`config.mk`:
```
export PLATFORM = sky130hd
export DESIGN_NAME = pcie_dma_ctrl
export DESIGN_NICKNAME = d
export VERILOG_FILES = /design/src/rtl/pcie_dma_ctrl.sv
export SDC_FILE = /design/constraint.sdc
export NUM_CORES = 1
export LEC_CHECK = 0
export CAP_MARGIN = 20
export CORE_MARGIN = 2
export CORE_UTILIZATION = 48
export DETAILED_ROUTE_END_ITERATION = 12
export HOLD_SLACK_MARGIN = 0.06
export PLACE_DENSITY = 0.78
export SYNTH_ARGS = -nofsm -noshare
export SYNTH_HDL_FRONTEND = slang
export SYNTH_SLANG_ARGS = --single-unit
export TNS_END_PERCENT = 100
```
`constraint.sdc`:
```
create_clock -name clk -period 8.6 [get_ports clk]
set_input_delay 2.15 -clock clk [delete_from_list [all_inputs] [get_ports clk]]
set_output_delay 2.15 -clock clk [all_outputs]
set_load 0.02 [all_outputs]
```
`src/rtl/pcie_dma_ctrl.sv`:
```
// Single-channel DMA sequencer: splits a programmed copy into 4 KB-safe AXI bursts,
// issuing one read request then one write request per burst and tracking completions.
module pcie_dma_ctrl #(
    parameter int unsigned MAX_BURST_LEN = 16,
    parameter int unsigned ADDR_W        = 32
) (
    input  logic              clk,
    input  logic              rst_n,
    input  logic              start_i,
    input  logic [ADDR_W-1:0] src_addr_i,
    input  logic [ADDR_W-1:0] dst_addr_i,
    input  logic [15:0]       byte_len_i,
    output logic              done_o,
    output logic              err_o,
    output logic              busy_o,
    output logic              arvalid_o,
    output logic [ADDR_W-1:0] araddr_o,
    output logic [7:0]        arlen_o,
    input  logic              arready_i,
    input  logic              rvalid_i,
    input  logic              rready_i,
    input  logic              rlast_i,
    input  logic [1:0]        rresp_i,
    output logic              awvalid_o,
    output logic [ADDR_W-1:0] awaddr_o,
    output logic [7:0]        awlen_o,
    input  logic              awready_i,
    input  logic              bvalid_i,
    output logic              bready_o,
    input  logic [1:0]        bresp_i
);

    typedef enum logic [2:0] {
        StIdle,
        StRdReq,
        StRdWait,
        StWrReq,
        StWrWait,
        StFin
    } state_e;

    localparam logic [13:0] MaxBurst = 14'(MAX_BURST_LEN);

    state_e            state_q;
    logic [ADDR_W-1:0] src_q;
    logic [ADDR_W-1:0] dst_q;
    logic [13:0]       rem_q;
    logic              done_q;
    logic              err_q;
    logic              arvalid_q;
    logic              awvalid_q;
    logic              bready_q;

    logic [13:0] src_room;
    logic [13:0] dst_room;
    logic [13:0] burst_rem;
    logic [13:0] burst_page;
    logic [13:0] burst;
    logic [13:0] rem_next;
    logic [15:0] burst_bytes;
    logic [7:0]  burst_m1;

    // Beats left before each address reaches the next 4 KB page.
    always_comb begin
        src_room    = (14'd4096 - {2'b00, src_q[11:0]}) >> 2;
        dst_room    = (14'd4096 - {2'b00, dst_q[11:0]}) >> 2;
        burst_rem   = (rem_q < MaxBurst) ? rem_q : MaxBurst;
        burst_page  = (src_room < dst_room) ? src_room : dst_room;
        burst       = (burst_rem < burst_page) ? burst_rem : burst_page;
        rem_next    = rem_q - burst;
        burst_bytes = {burst, 2'b00};
        burst_m1    = 8'(burst - 14'd1);
    end

    always_ff @(posedge clk or negedge rst_n) begin
        if (!rst_n) begin
            state_q   <= StIdle;
            src_q     <= '0;
            dst_q     <= '0;
            rem_q     <= '0;
            done_q    <= 1'b0;
            err_q     <= 1'b0;
            arvalid_q <= 1'b0;
            awvalid_q <= 1'b0;
            bready_q  <= 1'b0;
        end else begin
            case (state_q)
                StIdle: begin
                    if (start_i) begin
                        src_q  <= {src_addr_i[ADDR_W-1:2], 2'b00};
                        dst_q  <= {dst_addr_i[ADDR_W-1:2], 2'b00};
                        rem_q  <= byte_len_i[15:2];
                        done_q <= 1'b0;
                        err_q  <= 1'b0;
                        if (byte_len_i[15:2] == 14'd0) begin
                            state_q <= StFin;
                        end else begin
                            state_q   <= StRdReq;
                            arvalid_q <= 1'b1;
                        end
                    end
                end
                StRdReq: begin
                    if (arready_i) begin
                        arvalid_q <= 1'b0;
                        state_q   <= StRdWait;
                    end
                end
                StRdWait: begin
                    if (rvalid_i && rready_i && rlast_i) begin
                        if (rresp_i[1]) begin
                            err_q   <= 1'b1;
                            state_q <= StFin;
                        end else begin
                            awvalid_q <= 1'b1;
                            state_q   <= StWrReq;
                        end
                    end
                end
                StWrReq: begin
                    if (awready_i) begin
                        awvalid_q <= 1'b0;
                        bready_q  <= 1'b1;
                        state_q   <= StWrWait;
                    end
                end
                StWrWait: begin
                    if (bvalid_i) begin
                        bready_q <= 1'b0;
                        if (bresp_i[1]) begin
                            err_q   <= 1'b1;
                            state_q <= StFin;
                        end else begin
                            src_q <= src_q + ADDR_W'(burst_bytes);
                            dst_q <= dst_q + ADDR_W'(burst_bytes);
                            rem_q <= rem_next;
                            if (rem_next == 14'd0) begin
                                state_q <= StFin;
                            end else begin
                                arvalid_q <= 1'b1;
                                state_q   <= StRdReq;
                            end
                        end
                    end
                end
                StFin: begin
                    done_q  <= 1'b1;
                    state_q <= StIdle;
                end
                default: state_q <= StIdle;
            endcase
        end
    end

    // Counters are live outside the request phases, so gate them off the bus.
    assign arvalid_o = arvalid_q;
    assign araddr_o  = arvalid_q ? src_q : '0;
    assign arlen_o   = arvalid_q ? burst_m1 : '0;
    assign awvalid_o = awvalid_q;
    assign awaddr_o  = awvalid_q ? dst_q : '0;
    assign awlen_o   = awvalid_q ? burst_m1 : '0;
    assign bready_o  = bready_q;
    assign done_o    = done_q;
    assign err_o     = err_q;
    assign busy_o    = (state_q != StIdle);

    logic unused_bits;
    assign unused_bits = ^{rresp_i[0], bresp_i[0], byte_len_i[1:0], src_addr_i[1:0],
                           dst_addr_i[1:0]};

endmodule

```
==> run metrics <==
most frequent CP cell=buf_4; GRT Overall Usage=30.6%; Place WS=-236 ps; CTS root buf=clkbuf_16; ys async rst share=100%; WS Path Type=register to output port; core area=17100 µm²; Buf/Inv on CP=9; Post-synth top flop=dfrtp_1; CTS Buffer Depth=2; Final Cycle Share=99.2%; placed insts=1540; maxcap violations=0; Largest stage delay, worst path=530 ps; clk slew on worst S/H paths=70 ps; ratio of cells with drive above 1 in the final layout=15.4%; DRC Markers=0; area added between synthesis and finish=38.5%; Final nets=1494; Synth top area share=24.8%; first-pass GRT wire length=44600 µm; Critical-path top delay cell=or4_4; gr busiest metal=met2; vias in the first global route=8830; Top-Level Pins=179; Sink Count=82; TritonCTS clock tree=done; number of synthesized flops with an enable pin=0; Starting Density=48.5%; RSZ-0062 raised after global routing=yes; met3 usage=5.13%; crit path launch type=register; Total Die Area=18300 µm²; iteration count of the initial detailed-routing pass=7; synthesized area per cell=7.43 µm²; post-synth design cell area=8280 µm²; Slew Limit Fails=0; yosys warns=0; critical path data required time=6450 ps; sequential area share after synthesis=24.8%; Via-to-Cell Ratio=6.07; fmax=117 MHz; DR vias=9559; Final Hold Slack=498 ps; largest net degree at the start of global routing=77; Detailed Place HPWL=21000 µm; Global Route met2 Usage=49.4%; dominant cell type by area after synthesis=dfrtp_1; Worst-Skew Late Latency=360 ps; top post-synthesis cells by area=dfrtp_1 25%, ha_1 8.2%, a21oi_1 6.7%; # port buffers=166; chip height=135 µm; Worst-Margin Slew=1020 ps; DRT antenna net count=0; CP arrival=6380 ps; HP Class=register to register; Synth Register Bits=82; Finished Layout Cells=1575; total congestion overflow=0; final setup margin=67.4 ps; Final min period=8530 ps; initial antenna violation count=0; clock skew=12.7 ps; TritonCTS Buffers=9; Final Routed Wirelength=29400 µm; Crit Path Max Fanout=6; Routability Congestion=0.988; max_slew headroom=31.7%; Hold Fails Final Rpt=0; wire per inst=18.6 µm; CP Capture Type=output port; met1 GRT Util=40.3%; count of final setup violators=0; status=finished clean; Iter 0 DRT Violations=797; crit-path leading delay family=compound AO/OA/AOI/OAI gates; Die X=135 µm; synth unique cells=87; num rows=48; Clock H-tree levels=3; Cells after Synth=1114
==> what timing repair did <==
action / 4_1_cts / 5_1_grt
gates cloned: 0 / 0
gates resized for setup: 38 / 76
hold buffers: 0 / 0
pin swaps: 1 / 30
setup buffers: 5 / 13
endpoints found under the setup margin: 18 / 39
==> cell usage after synthesis, types with 16 or more instances <==
library cell,n
xor2_1,19
and3_1,16
a31oi_1,25
nand2_1,111
a21oi_1,111
nor2_1,124
clkbuf_1,50
nor3_1,27
inv_1,54
nand3_1,36
a211oi_1,16
o22ai_1,23
ha_1,54
xnor2_1,32
and2_1,60
o21ai_0,59
dfrtp_1,82
==> cell families (layout without fill, tap and decap cells) <==
logic type,after synthesis,after routing,share of synthesized area [%]
AO/OA/AOI/OAI,347,347,27.1
AND/OR/NAND/NOR,444,444,26.2
multiplexers,6,6,0.771
buffers and inverters,117,336,5.61
flip-flops,82,82,24.8
XOR/XNOR,52,52,5.67
other,2,19,0.0908
adder cells (fa/ha/maj),64,64,9.75
==> through the flow <==
stage / instance area, µm² / TNS [ps] / utilization (%)
final: 11500 / 0 / 67.2
after global routing: 11500 / -1800 / 67.2
after CTS: 11100 / -29.2 / 65.0
after detailed placement: 10700 / -1380 / 62.6
after global placement: 10700 / -552 / 62.6
after floorplan: 8350 / -23.5 / -
==> sequential cells by signal, indices dropped and copies added (netlist names) <==
register and count:
err_o 1, src_q 30, arvalid_o 1, rem_q 14, done_o 1, bready_o 1, awvalid_o 1, dst_q 30
state_q 3
==> per-layer routing <==
layer	wire, µm	vias up	share of wire [%]
li1	-	4465	-
met1	12200	4534	42
met2	13600	478	46
met3	2330	82	7.9
met4	1180	0	4.0
met5	0	-	0
==> area by class of cell <==
type | instances | area (µm²)
Timing Repair Buffer | 265 | 2400
Tap cell | 225 | 282
Antenna cell | 1 | 2.50
Fill cell | 1451 | 5590
Clock inverter | 7 | 101
Sequential cell | 82 | 2050
Clock buffer | 9 | 225
Inverter | 55 | 206
Multi-Input combinational cell | 931 | 6200
==> cell usage in the layout, fill, tap and decap left out, types with 12 or more instances in the layout <==
cell             instances
ha_1                    49
nand3_1                 35
a211oi_1                14
xnor2_1                 30
clkdlybuf4s50_1        152
xor2_1                  18
nor3_1                  22
o21ai_0                 57
inv_1                   52
a21oi_1                101
a31oi_1                 23
nand4_1                 12
a21o_1                  13
conb_1                  18
nor2_1                 120
dfrtp_1                 82
nand2_1                106
nor4_1                  12
and3_1                  15
and2_1                  60
a21oi_2                 12
buf_4                   97
o22ai_1                 22
==> path summary, 6_finish.rpt <==
| path | startpoint | end | slack [ps] | depth (start not counted) |
|---|---|---|---|---|
| max | dst_q[7] | awlen_o[2] | 70 | 30 |
| min | src_q[31] | src_q[31] | 500 | 1 |
| max reg2reg | dst_q[7] | state_q[2] | 140 | 41 |
| min reg2reg | src_q[31] | src_q[31] | 500 | 1 |
| max in group asynchronous | rst_n | src_q[5] | 5790 | 2 |
| min in group asynchronous | rst_n | bready_o | 1720 | 1 |
Power is left out: the tool's default activity adds up to more than one toggle a clock period on the data nets, which glitch-free logic cannot reach.
